### config.mk
export PLATFORM = sky130hd
export DESIGN_NAME = bullet_pool_scheduler_flat
export DESIGN_NICKNAME = d
export VERILOG_FILES = /design/src/rtl/shooter_pkg.sv /design/src/rtl/bullet_pool_scheduler_if.sv /design/src/rtl/bullet_pool_scheduler_free_slot_finder.sv /design/src/rtl/bullet_pool_scheduler.sv /design/src/flat_wrapper.sv
export SDC_FILE = /design/constraint.sdc
export NUM_CORES = 1
export LEC_CHECK = 0
export ABC_CLOCK_PERIOD_IN_PS = 2500
export CORE_ASPECT_RATIO = 1.25
export CORE_MARGIN = 4
export CORE_UTILIZATION = 50
export CTS_CLUSTER_SIZE = 25
export DETAILED_ROUTE_END_ITERATION = 12
export GPL_TIMING_DRIVEN = 0
export PLACE_DENSITY = 0.86
export SETUP_SLACK_MARGIN = 0.15
export SLEW_MARGIN = 20
export SYNTH_ARGS = -nofsm -noshare
export SYNTH_HDL_FRONTEND = slang
export SYNTH_HIERARCHICAL = 1
export SYNTH_SLANG_ARGS = --single-unit
export TNS_END_PERCENT = 50
### constraint.sdc
create_clock -name clk25 -period 2.5 [get_ports clk25]
set_input_delay 0.25 -clock clk25 [delete_from_list [all_inputs] [get_ports clk25]]
set_output_delay 0.25 -clock clk25 [all_outputs]
set_load 0.1 [all_outputs]
### src/rtl/shooter_pkg.sv
// Shared screen geometry and position type for the shooter's bullet and enemy logic.
package shooter_pkg;

  localparam int SCREEN_W = 640;
  localparam int SCREEN_H = 480;
  localparam int POS_W    = 10;

  typedef logic [POS_W-1:0] pos_t;

  // Spawn x sits to the right of the sprite and must not land past the last column.
  function automatic pos_t spawn_x_sat(pos_t px, int unsigned ofs);
    logic [POS_W:0] sum;
    sum = {1'b0, px} + (POS_W+1)'(ofs);
    if (sum > (POS_W+1)'(SCREEN_W - 1)) return pos_t'(SCREEN_W - 1);
    return sum[POS_W-1:0];
  endfunction

  function automatic pos_t spawn_y_clamp(pos_t py, int unsigned ofs);
    if (py < pos_t'(ofs)) return '0;
    return py - pos_t'(ofs);
  endfunction

endpackage

### src/rtl/bullet_pool_scheduler_if.sv
// Fire request, hit feedback and bullet pool state exchanged with the player and collision logic.
interface bullet_pool_scheduler_if #(parameter int BULLET_COUNT = 8);
  import shooter_pkg::*;

  logic                    fire_req;
  pos_t                    player_x;
  pos_t                    player_y;
  logic [BULLET_COUNT-1:0] bullet_hit;
  pos_t                    bullet_x [BULLET_COUNT];
  pos_t                    bullet_y [BULLET_COUNT];
  logic [BULLET_COUNT-1:0] bullet_active;
  logic                    fire_ack;
  logic                    fire_blocked;
  logic [15:0]             shots_fired;

  modport master (
    output fire_req, player_x, player_y, bullet_hit,
    input  bullet_x, bullet_y, bullet_active, fire_ack, fire_blocked, shots_fired
  );

  modport slave (
    input  fire_req, player_x, player_y, bullet_hit,
    output bullet_x, bullet_y, bullet_active, fire_ack, fire_blocked, shots_fired
  );
endinterface

### src/rtl/bullet_pool_scheduler_free_slot_finder.sv
// Lowest-index free slot encoder over the registered active vector.
module free_slot_finder #(
  parameter int N     = 8,
  parameter int IDX_W = (N > 1) ? $clog2(N) : 1
) (
  input  logic [N-1:0]     busy,
  output logic             found,
  output logic [IDX_W-1:0] idx
);

  // Scan downward so the last hit, i.e. the lowest index, wins.
  always_comb begin
    found = 1'b0;
    idx   = '0;
    for (int i = N - 1; i >= 0; i--) begin
      if (!busy[i]) begin
        found = 1'b1;
        idx   = IDX_W'(i);
      end
    end
  end

endmodule

### src/rtl/bullet_pool_scheduler.sv
// Player bullet pool: spawns on fire with cooldown, moves bullets up each frame, retires on hit or off-top.
module bullet_pool_scheduler
  import shooter_pkg::*;
#(
  parameter int BULLET_COUNT  = 8,
  parameter int FIRE_COOLDOWN = 12,
  parameter int BULLET_SPEED  = 4,
  parameter int SPAWN_X_OFS   = 14,
  parameter int SPAWN_Y_OFS   = 8
) (
  input  logic                    clk25,
  input  logic                    reset_n,
  input  logic                    frame_tick,
  input  logic                    run,
  input  logic                    clear_all,
  bullet_pool_scheduler_if.slave  bus
);

  localparam int IDX_W = (BULLET_COUNT > 1) ? $clog2(BULLET_COUNT) : 1;

  logic [BULLET_COUNT-1:0] active_vec;
  logic                    free_found;
  logic [IDX_W-1:0]        free_idx;
  logic [7:0]              cooldown_q;
  logic [15:0]             shots_q;
  logic                    ack_q;
  logic                    blocked_q;
  logic                    tick_en;
  logic                    fire_ready;
  logic                    spawn_go;
  logic                    pool_full;
  pos_t                    spawn_x;
  pos_t                    spawn_y;

  free_slot_finder #(.N(BULLET_COUNT), .IDX_W(IDX_W)) u_finder (
    .busy  (active_vec),
    .found (free_found),
    .idx   (free_idx)
  );

  assign tick_en    = frame_tick & run & ~clear_all;
  assign fire_ready = tick_en & bus.fire_req & (cooldown_q == 8'd0);
  assign spawn_go   = fire_ready & free_found;
  assign pool_full  = fire_ready & ~free_found;
  assign spawn_x    = spawn_x_sat(bus.player_x, SPAWN_X_OFS);
  assign spawn_y    = spawn_y_clamp(bus.player_y, SPAWN_Y_OFS);

  // A slot freed this cycle is still marked active in active_vec, so it cannot be reused until the next tick.
  for (genvar j = 0; j < BULLET_COUNT; j++) begin : g_slot
    logic act_q;
    pos_t x_q;
    pos_t y_q;
    logic hit_j;
    logic take_j;

    assign hit_j  = bus.bullet_hit[j] & act_q;
    assign take_j = spawn_go & (free_idx == IDX_W'(j));

    always_ff @(posedge clk25 or negedge reset_n) begin
      if (!reset_n) begin
        act_q <= 1'b0;
        x_q   <= '0;
        y_q   <= '0;
      end else if (clear_all) begin
        act_q <= 1'b0;
      end else if (hit_j) begin
        act_q <= 1'b0;
      end else if (tick_en) begin
        if (act_q) begin
          if (y_q < pos_t'(BULLET_SPEED)) act_q <= 1'b0;
          else                            y_q   <= y_q - pos_t'(BULLET_SPEED);
        end else if (take_j) begin
          act_q <= 1'b1;
          x_q   <= spawn_x;
          y_q   <= spawn_y;
        end
      end
    end

    assign active_vec[j]        = act_q;
    assign bus.bullet_active[j] = act_q;
    assign bus.bullet_x[j]      = x_q;
    assign bus.bullet_y[j]      = y_q;
  end

  always_ff @(posedge clk25 or negedge reset_n) begin
    if (!reset_n) begin
      cooldown_q <= '0;
      shots_q    <= '0;
      ack_q      <= 1'b0;
      blocked_q  <= 1'b0;
    end else begin
      ack_q     <= spawn_go;
      blocked_q <= pool_full;
      if (clear_all) begin
        cooldown_q <= '0;
      end else if (tick_en) begin
        if (spawn_go)                cooldown_q <= 8'(FIRE_COOLDOWN);
        else if (cooldown_q != 8'd0) cooldown_q <= cooldown_q - 8'd1;
      end
      if (spawn_go) shots_q <= shots_q + 16'd1;
    end
  end

  assign bus.fire_ack     = ack_q;
  assign bus.fire_blocked = blocked_q;
  assign bus.shots_fired  = shots_q;

endmodule

### src/flat_wrapper.sv
// flat-port wrapper written by rule: the top's interface ports become plain ports
module bullet_pool_scheduler_flat import shooter_pkg::*;
#(
  parameter int BULLET_COUNT  = 8,
  parameter int FIRE_COOLDOWN = 12,
  parameter int BULLET_SPEED  = 4,
  parameter int SPAWN_X_OFS   = 14,
  parameter int SPAWN_Y_OFS   = 8
)
  (clk25, reset_n, frame_tick, run, clear_all, bus_fire_req, bus_player_x, bus_player_y, bus_bullet_hit, bus_bullet_x, bus_bullet_y, bus_bullet_active, bus_fire_ack, bus_fire_blocked, bus_shots_fired);
  bullet_pool_scheduler_if #(.BULLET_COUNT(BULLET_COUNT)) bus_i ();
  input  logic clk25;
  input  logic reset_n;
  input  logic frame_tick;
  input  logic run;
  input  logic clear_all;
  input wire logic [$bits(bus_i.fire_req)-1:0] bus_fire_req;
  input wire logic [$bits(bus_i.player_x)-1:0] bus_player_x;
  input wire logic [$bits(bus_i.player_y)-1:0] bus_player_y;
  input wire logic [$bits(bus_i.bullet_hit)-1:0] bus_bullet_hit;
  output wire logic [$bits(bus_i.bullet_x)-1:0] bus_bullet_x;
  output wire logic [$bits(bus_i.bullet_y)-1:0] bus_bullet_y;
  output wire logic [$bits(bus_i.bullet_active)-1:0] bus_bullet_active;
  output wire logic [$bits(bus_i.fire_ack)-1:0] bus_fire_ack;
  output wire logic [$bits(bus_i.fire_blocked)-1:0] bus_fire_blocked;
  output wire logic [$bits(bus_i.shots_fired)-1:0] bus_shots_fired;
  assign bus_i.fire_req = bus_fire_req;
  assign bus_i.player_x = bus_player_x;
  assign bus_i.player_y = bus_player_y;
  assign bus_i.bullet_hit = bus_bullet_hit;
  assign bus_bullet_x = {>>{bus_i.bullet_x}};
  assign bus_bullet_y = {>>{bus_i.bullet_y}};
  assign bus_bullet_active = bus_i.bullet_active;
  assign bus_fire_ack = bus_i.fire_ack;
  assign bus_fire_blocked = bus_i.fire_blocked;
  assign bus_shots_fired = bus_i.shots_fired;
  bullet_pool_scheduler #(.BULLET_COUNT(BULLET_COUNT), .FIRE_COOLDOWN(FIRE_COOLDOWN), .BULLET_SPEED(BULLET_SPEED), .SPAWN_X_OFS(SPAWN_X_OFS), .SPAWN_Y_OFS(SPAWN_Y_OFS)) u_core (.clk25(clk25), .reset_n(reset_n), .frame_tick(frame_tick), .run(run), .clear_all(clear_all), .bus(bus_i));
endmodule
==> impl_metrics.toml, run 1 <==
[pwr]
intPower_mw = 5.50
switching_share_pct = 41.1
net-switching-power_mw = 3.83
comb_power_share_pct = 31.9
p_per_area_nw_per_um2 = 689
peakVddDrop_mv = 0.787
clkPwrFrac_pct = 29.7
p_leak_nw = 5.69
seqPwrFrac_pct = 38.4
total_power_mw = 9.33

[placed_design]
hpwl_um = 22200
dp_cells = 1524
gp_congestion = 0.933
port_buffers = 219

[finish]
layout-drive-gt1-share_pct = 15.2
antenna_cells = 0
final_nets = 1353
final_cells = 1579
fill_cells = 1351
area_growth_pct = 38.5
regArea_um2 = 4880
multi_input_area_um2 = 4800

[synth]
synth_enable_flop_cells = 0
synth.distinct_cells = 68
ys_seq_elements = 194
synth_cells = 1042
syn_area_um2 = 9770
synthFlopType = "dfrtp_1"
async_reset_ff_share_pct = 100
avgSynthCellArea_um2 = 9.38
syn_nets = 1090
yosysSeqAreaShare_pct = 49.7
ys_warn_count = 6

[detailed_routing]
vias = 9375
viasPerCell = 5.94
ant_nets = 0
drc = 0
dr.pass1.iters = 7
drt_iter0_markers = 728
wire_per_inst_um = 20.2
drt-total-wl_um = 31900

[setup_path]
worstPathMaxFanout = 7
crit_path_cell_trace = "inv_1 > ha_1 > nor3b_1 > nand2_1 > o31ai_1 > nand2_2 > o221a_2"
critical_path_class = "reg -> reg"
required_ns = 2.83
critPathCaptureType = "flop"
critPathLaunchType = "flop"
worstPathArrival_ns = 2.77
critical_path.max_stage_delay_ns = 0.45
slowest_stage = "nor3b_1"

[clock_network]
cts_htree_levels = 4
clk_pin_slew_worst_paths_ns = 0.08
cts.path.max_buffers = 2
numCtsBuffers = 17
clkLatencyLatePin_ns = 0.45
cts_root_buffer = "clkbuf_16"
tritoncts = "built"
cts_sinks = 194

[floorplanning]
fp.dieW_um = 133
die_h_um = 164
die_area_um2 = 21900
num_io_pins = 220
placement_rows = 56
core_area_um2 = 19000
initial_core_util_pct = 51.5

[sta]
min_period_ns = 2.44
worst_slew_margin_rel_pct = 19.6
rsz0062_at_grt = "true"
finalMaxSlewViolations = 0
fin_hold_ws_ns = 0.388
clock_skew_ns = 0.0142
worstMarginPinSlew_ns = 1.20
fmax_mhz = 410
setup_tns_ns = 0
finalCritPeriodShare_pct = 97.5
finalHoldViolCount = 0
report.final.setup_viol = 0

[run_status]
run_status = "finished clean"

[global_routing]
grt_usage_pct = 29.0
grt_pass1_wl_um = 49900
antenna_found_initial = 0
grt_max_degree = 102
first_global_vias = 9255
overflow = 0

[flow_run]
max-cap-violations = 0

[worst_hold_path]
hold_path.class = "in -> async"
## placed cells by master, fill, tap and decap left out, types with 11 or more instances in the layout
cell type,instances
a21oi_1,34
a31oi_1,29
and3_1,15
buf_2,11
buf_4,27
clkbuf_16,17
clkdlybuf4s50_1,218
dfrtp_1,172
dfrtp_2,21
ha_1,14
inv_1,33
mux2_2,11
nand2_1,128
nand2b_1,12
nand3_1,33
nand4_1,12
nor2_1,98
nor3_1,26
nor3b_1,13
o21ai_0,114
o221a_2,16
o22ai_1,20
xnor2_1,15
## worst max-delay path, delay by kind of cell, from the launching register on
family          cells  cell delay (ns)
simple gates        3             0.86
compound gates      2             0.77
flops               1             0.40
fa+ha+maj           1             0.19
buf+inv             1             0.10
## synthesized netlist by cell type (all sizes together), types with 13 or more instances
| cell | number | area (um^2) |
|---|---|---|
| inv | 33 | 124 |
| buf | 20 | 125 |
| and3 | 15 | 93.8 |
| nand3 | 36 | 185 |
| o22ai | 23 | 144 |
| a31oi | 29 | 181 |
| clkbuf | 29 | 110 |
| xnor2 | 15 | 131 |
| ha | 14 | 175 |
| o21ai | 123 | 616 |
| o221a | 16 | 180 |
| nor3b | 18 | 140 |
| dfrtp | 194 | 4850 |
| nor2 | 99 | 372 |
| nand2b | 13 | 81.3 |
| nand2 | 133 | 502 |
| a21oi | 34 | 170 |
| nor3 | 34 | 185 |
## sequential cells by signal (all words and copies together), names as in the netlist
name / count
u_core/bus.fire_blocked: 1
u_core/g_slot.act_q: 8
u_core/cooldown_q: 8
u_core/g_slot.x_q: 80
u_core/bus.fire_ack: 1
u_core/bus.shots_fired: 16
u_core/g_slot.y_q: 80
## cell type report
type	count	area share, %
buffer	49	2.25
clock buffer	17	3.14
clock inverter	15	1.38
inverter	33	0.915
multi-input combinational	766	35.4
sequential	194	36.1
tap	261	2.41
timing repair buffer	244	18.4
## worst paths after layout
kind | from | endpoint | slack, ns | cells after the start
max | u_core/g_slot[0].y_q[2] | u_core/g_slot[0].y_q[7] | 0.06 | 7
min | reset_n | u_core/g_slot[1].y_q[1] | 0.39 | 2
max reg2reg | u_core/g_slot[0].y_q[2] | u_core/g_slot[0].y_q[7] | 0.06 | 7
min reg2reg | u_core/bus.shots_fired[15] | u_core/bus.shots_fired[15] | 0.48 | 1
max in group asynchronous | reset_n | u_core/g_slot[0].act_q | 1.15 | 3
min in group clk25 | bus_bullet_hit[1] | u_core/g_slot[1].act_q | 0.45 | 2
## layer usage
metal | track usage, % | vias up | routed length [um]
met5 | 0 | - | 0
met4 | 11.5 | 0 | 1270
met3 | 10.7 | 103 | 3570
met2 | 47.3 | 524 | 15100
met1 | 35.1 | 4449 | 11900
li1 | - | 4299 | -
## power by group through the flow
stage	combinational, mW	clock [mW]	sequential [mW]
2_1_floorplan	0.648	0	5.01
3_3_place_gp	2.79	0	3.63
3_5_place_dp	2.84	0	3.63
4_1_cts	2.93	2.81	3.58
5_1_grt	3.10	2.93	3.62
6_report	2.97	2.77	3.59
## cell families (layout without fill, tap and decap cells)
group,Yosys count,count (layout),synth area share [%]
flip-flops,194,194,49.7
AND/OR/NAND/NOR,421,421,22.0
buffers and inverters,82,358,3.67
adder cells (fa/ha/maj),14,14,1.79
multiplexers,23,23,2.50
XOR/XNOR,25,25,2.24
AO/OA/AOI/OAI,283,283,18.1
## through the flow
stage	instance area, um^2	setup slack (ns)	utilization, %
2_1_floorplan	9800	-0.0290	-
3_3_place_gp	12300	-8.27	64.9
3_5_place_dp	12400	-1.13	65.2
4_1_cts	13300	0.0517	70.1
5_1_grt	13500	0.0000671	71.3
6_report	13500	0.0635	71.3
## what timing repair did
item / in CTS / in global routing
hold buffers: 1 / 0
setup buffers: 13 / 8
endpoints found under the hold margin: 93 / 0
pin swaps: 8 / 3
gates resized for setup: 42 / 65
setup endpoints to repair: 167 / 213
gates cloned: 0 / 1
No activity file was read; power rests on OpenSTA's default activity.
==> run 2, diff against run 1 <==
--- a/config.mk
+++ b/config.mk
@@ -5,14 +5,17 @@
 export SDC_FILE = /design/constraint.sdc
 export NUM_CORES = 1
 export LEC_CHECK = 0
+export ABC_AREA = 1
 export ABC_CLOCK_PERIOD_IN_PS = 2500
+export CELL_PAD_IN_SITES_DETAIL_PLACEMENT = 0
+export CELL_PAD_IN_SITES_GLOBAL_PLACEMENT = 1
 export CORE_ASPECT_RATIO = 1.25
 export CORE_MARGIN = 4
-export CORE_UTILIZATION = 50
+export CORE_UTILIZATION = 38
 export CTS_CLUSTER_SIZE = 25
 export DETAILED_ROUTE_END_ITERATION = 12
 export GPL_TIMING_DRIVEN = 0
-export PLACE_DENSITY = 0.86
+export PLACE_DENSITY = 0.89
 export SETUP_SLACK_MARGIN = 0.15
 export SLEW_MARGIN = 20
 export SYNTH_ARGS = -nofsm -noshare
==> impl_metrics.toml, run 2 <==
[run_status]
run_status = "finished clean"

[clock_network]
clk_pin_slew_worst_paths_ns = 0.08
numCtsBuffers = 17
tritoncts = "built"
cts_sinks = 194
cts_root_buffer = "clkbuf_16"
cts.path.max_buffers = 2
clkLatencyLatePin_ns = 0.44
cts_htree_levels = 4

[synth]
synth.mux.area_fraction_pct = 0
synth_fa_ha_area_share_pct = 1.66
yosys.area_share.xor_xnor_pct = 2.41
yosysTopAreaCell = "dfrtp_1"
syn_area_um2 = 10500
synth_cells = 1386
synthSimpleGateAreaFrac_pct = 33.1
ys_seq_elements = 194
synthTopCellsByCount = "nand2_1, dfrtp_1, inv_1, nand3_1, o21ai_0"
synthFlopType = "dfrtp_1"
synth_top_area_share_pct = 46.1
synth-compound-area-share_pct = 9.49
avgSynthCellArea_um2 = 7.60
async_reset_ff_share_pct = 100
synthTopCellsByArea = "dfrtp_1, nand2_1, nand3_1, o21ai_0, inv_1"
ys_warn_count = 6
synth_enable_flop_cells = 0
syn_nets = 1434
synth_most_common_cell = "nand2_1"
synth.distinct_cells = 42
yosysSeqAreaShare_pct = 46.1
synth_top_family_by_area = "simple AND/OR/NAND/NOR gates"

[sta]
clock_skew_ns = 0.0163
setup_tns_ns = 0
min_period_ns = 2.37
report.final.setup_viol = 0
finalMaxSlewViolations = 0
fin_hold_ws_ns = 0.220
finalHoldViolCount = 0
setup_ws_ns = 0.133
finalCritPeriodShare_pct = 94.7
rsz0062_at_grt = "true"
worstMarginPinSlew_ns = 1.06
fmax_mhz = 422
worst_slew_margin_rel_pct = 29.3

[pwr]
peakVddDrop_mv = 0.496
p_leak_nw = 6.83
total_power_mw = 8.48
p_per_area_nw_per_um2 = 607

[setup_path]
critical_path_class = "reg -> out"
critical_path.max_stage_delay_ns = 1.19
critPathLaunchType = "flop"
crit_start = "u_core/g_slot[5].y_q[7]"
slowest_stage = "clkdlybuf4s50_1"
critical-path-top-delay-family = "buffers and inverters"
crit_path_cell_trace = "clkdlybuf4s50_1"
cp_num_buf_inv = 1
critPathCaptureType = "output port"
r2r-start = "u_core/g_slot[6].act_q"
worstPathArrival_ns = 2.12
required_ns = 2.25
worstPathMaxFanout = 6

[floorplanning]
num_io_pins = 220
placement_rows = 67
fp.dieW_um = 157
core_area_um2 = 27100
die_area_um2 = 30500
initial_core_util_pct = 38.9
die_h_um = 194

[finish]
layout_common_cells = "nand2_1, clkdlybuf4s50_1, dfrtp_1, inv_1, nand3_1"
antenna_cells = 0
area_growth_pct = 32.6
layout-drive-gt1-share_pct = 8.27
design_area_um2 = 14000
final_common_cell = "nand2_1"
final_nets = 1679

[placed_design]
pre_cts_ws_ns = -0.317
gp_congestion = 0.896
port_buffers = 219
place_area_um2 = 13200
hpwl_um = 24500

[global_routing]
grt_max_degree = 96
antenna_found_initial = 2
grt_pass1_wl_um = 52800
overflow = 0
grt_usage_pct = 22.0
first_global_vias = 9723

[flow_run]
max-cap-violations = 0

[detailed_routing]
viasPerCell = 5.03
drt_iter0_markers = 553
vias = 10000
dr.pass1.iters = 5
ant_nets = 0
wire_per_inst_um = 16.7
drt-total-wl_um = 33300
drc = 0

[worst_hold_path]
hold_path.class = "in -> async"
run 2: path summary, 6_finish.rpt:
path / to / slack [ns] / cells after the start
max in group asynchronous: u_core/g_slot[1].x_q[0] / 1.55 / 3
worst max-delay path: bus_bullet_y[27] / 0.13 / 1
worst min register to register: u_core/g_slot[6].x_q[2] / 0.48 / 2
worst max register to register: u_core/g_slot[2].x_q[1] / 0.23 / 11
worst min-delay path: u_core/g_slot[2].y_q[7] / 0.22 / 2
min in group clk25: u_core/g_slot[7].act_q / 0.44 / 2
run 2: report_power, final:
part	total (mW)	switching, mW	leakage, nW	internal (mW)
Combinational	2.24	1.66	3.89	0.582
Clock	2.78	1.35	0.285	1.43
Sequential	3.46	0.159	2.66	3.30
run 2: cell families after synthesis:
kind of cell             count (synthesis)
AO/OA/AOI/OAI                          182
buffers and inverters                  177
XOR/XNOR                                29
AND/OR/NAND/NOR                        790
flip-flops                             194
adder cells (fa/ha/maj)                 14
run 2: cell type report:
type / count / area [um^2]
fillers: 2616 / 13100
multi-input cells: 1015 / 5010
flip-flops and latches: 194 / 4870
repair buffers: 226 / 2300
inverters: 140 / 533
well taps: 345 / 432
clock buffers: 18 / 429
plain buffers: 37 / 236
clock inverters: 14 / 166
run 2: through the flow:
stage          std cells  util, %
3_3_place_gp        1950     48.6
5_1_grt             1989     51.6
6_report            1989     51.6
4_1_cts             1985     51.2
2_1_floorplan       1386        -
3_5_place_dp        1952     48.9
run 2: layer usage:
layer  share of wire [%]  vias to the layer above  GRT usage (%)  routed length (um)
li1                    -                     4943              -                   -
met1                  41                     4694           27.8               13700
met2                  48                      314           36.2               16000
met3                 8.4                       55           6.88                2790
met4                 2.4                        4           6.59                 790
met5                0.10                        -              0                  34
run 2: what timing repair did:
action,CTS,global route
gates resized for setup,9,25
pin swaps,0,1
buffers inserted,0,4
hold buffers,1,0
setup endpoints to repair,124,146
hold endpoints to repair,177,0
==> run 3, diff against run 2 <==
--- a/config.mk
+++ b/config.mk
@@ -6,17 +6,17 @@
 export NUM_CORES = 1
 export LEC_CHECK = 0
 export ABC_AREA = 1
-export ABC_CLOCK_PERIOD_IN_PS = 2500
+export ABC_CLOCK_PERIOD_IN_PS = 2700
 export CELL_PAD_IN_SITES_DETAIL_PLACEMENT = 0
 export CELL_PAD_IN_SITES_GLOBAL_PLACEMENT = 1
 export CORE_ASPECT_RATIO = 1.25
-export CORE_MARGIN = 4
 export CORE_UTILIZATION = 38
 export CTS_CLUSTER_SIZE = 25
 export DETAILED_ROUTE_END_ITERATION = 12
 export GPL_TIMING_DRIVEN = 0
 export PLACE_DENSITY = 0.89
 export SETUP_SLACK_MARGIN = 0.15
+export SKIP_LAST_GASP = 1
 export SLEW_MARGIN = 20
 export SYNTH_ARGS = -nofsm -noshare
 export SYNTH_HDL_FRONTEND = slang
==> constraint.sdc (replaced) <==
create_clock -name clk25 -period 2.7 [get_ports clk25]
set_input_delay 0.27 -clock clk25 [delete_from_list [all_inputs] [get_ports clk25]]
set_output_delay 0.27 -clock clk25 [all_outputs]
set_load 0.1 [all_outputs]
==> impl_metrics.toml, run 3 (synthesis results as in run 2) <==
[detailed_routing]
viasPerCell = 5.06
wl_met1_um = 13500
drt_iter0_markers = 654
vias = 10000
wire_per_inst_um = 16.5
dr.pass1.iters = 9
dr_wl_met3_um = 2600
drt-total-wl_um = 32700
drc = 0
wl_met2_um = 15800
ant_nets = 0
top_layer = "met4"

[sta]
min_period_ns = 2.47
worst_slew_margin_rel_pct = 28.4
report.final.setup_viol = 0
finalHoldViolCount = 0
rsz0062_at_grt = "true"
worstMarginPinSlew_ns = 1.07
clock_skew_ns = 0.0106
finalCritPeriodShare_pct = 91.6
fin_hold_ws_ns = 0.283
finalMaxSlewViolations = 0
fmax_mhz = 404

[global_routing]
antenna_found_initial = 0
grt_usage_pct = 23.8
overflow = 0
first_global_vias = 9577
grt_max_degree = 94
grt_pass1_wl_um = 51800

[setup_path]
crit_path_cell_trace = "buf_4 > clkdlybuf4s50_1"
worstPathArrival_ns = 2.20
rr_worst_depth = 9
critPathLaunchType = "flop"
slowest_stage = "clkdlybuf4s50_1"
critical-path-top-delay-family = "buffers and inverters"
worstPathMaxFanout = 5
critPathCaptureType = "output port"
r2r-start = "u_core/g_slot[2].act_q"
cp_num_buf_inv = 2
critical_path.max_stage_delay_ns = 1.12
required_ns = 2.43
r2r-end = "u_core/g_slot[6].y_q[3]"
critical_path_class = "reg -> out"
r2r_slack_ns = 0.39

[floorplanning]
num_io_pins = 220
die_area_um2 = 28400
fp.dieW_um = 151
initial_core_util_pct = 39.0
placement_rows = 67
die_h_um = 188
core_area_um2 = 27000

[run_status]
run_status = "finished clean"

[clock_network]
cts_htree_levels = 4
numCtsBuffers = 17
clkLatencyLatePin_ns = 0.45
clk_pin_slew_worst_paths_ns = 0.08
cts_root_buffer = "clkbuf_16"
tritoncts = "built"
cts.path.max_buffers = 2
cts_sinks = 194

[finish]
layout-drive-gt1-share_pct = 7.02
final_common_cell = "nand2_1"
antenna_cells = 0
area_growth_pct = 31.2
final_nets = 1675
design_area_um2 = 13800
layout_common_cells = "nand2_1, clkdlybuf4s50_1, dfrtp_1, inv_1, nand3_1"

[flow_run]
max-cap-violations = 0

[pwr]
p_leak_nw = 6.71
p_per_area_nw_per_um2 = 563
total_power_mw = 7.78
peakVddDrop_mv = 0.427

[placed_design]
port_buffers = 219
place_area_um2 = 13200
gp_congestion = 0.902
hpwl_um = 23700

[worst_hold_path]
hold_path.class = "in -> async"
-- run 3: cell count changes in the layout (fill, tap and decap cells not counted), moves of 2 or more --
cell,previous run,this run
dfrtp_1,182,189
clkdlybuf4s50_1,212,217
dfrtp_2,12,5
dlymetal6s2s_1,4,0
inv_8,4,1
buf_4,14,10
clkinv_8,2,0
nand2_4,13,10
nand2_1,510,514
-- run 3: layout make-up --
cell class | count | area, um^2
clock buffers | 19 | 443
repair buffers | 222 | 2260
plain buffers | 37 | 233
fillers | 2617 | 13200
clock inverters | 12 | 121
flip-flops and latches | 194 | 4860
multi-input cells | 1015 | 4940
inverters | 140 | 529
well taps | 345 | 432
-- run 3: how the worst max path moves through the flow --
stage,from,to,slack (ns),cells after the start
after floorplan,u_core/g_slot[6].y_q[2],u_core/g_slot[6].y_q[9],0.11,12
after CTS,u_core/g_slot[2].act_q,bus_bullet_active[2],0.11,2
after global placement,reset_n,u_core/g_slot[7].y_q[2],-7.87,1
after global routing,bus_player_x[1],u_core/g_slot[3].x_q[5],0.05,16
after detailed placement,bus_player_x[1],u_core/g_slot[4].x_q[6],-0.20,16
final,u_core/g_slot[1].act_q,bus_bullet_active[1],0.23,2
-- run 3: stage by stage --
step           util [%]  std cells  TNS (ns)  worst slack [ns]
2_1_floorplan         -       1386         0             0.113
3_3_place_gp       48.8       1950  -1376.98             -7.87
3_5_place_dp       49.0       1952     -6.83            -0.201
4_1_cts            51.1       1984         0             0.112
5_1_grt            51.2       1984         0            0.0519
6_report           51.2       1984         0             0.226
-- run 3: power breakdown --
group	switching (mW)	internal [mW]
clock	1.20	1.31
sequential	0.145	3.05
combinational	1.53	0.533
total	2.88	4.90
-- run 3: layer usage --
| metal | vias up | global-route usage [%] |
|---|---|---|
| met5 | - | 0 |
| met4 | 0 | 7.88 |
| met3 | 47 | 6.00 |
| met2 | 330 | 39.1 |
| met1 | 4727 | 30.4 |
| li1 | 4933 | - |
-- run 3: timing repair --
item                       4_1_cts  5_1_grt
gates resized for setup          3        7
setup buffers                    0        0
hold buffers                     1        0
hold endpoints to repair        32        0
setup endpoints to repair       54       73
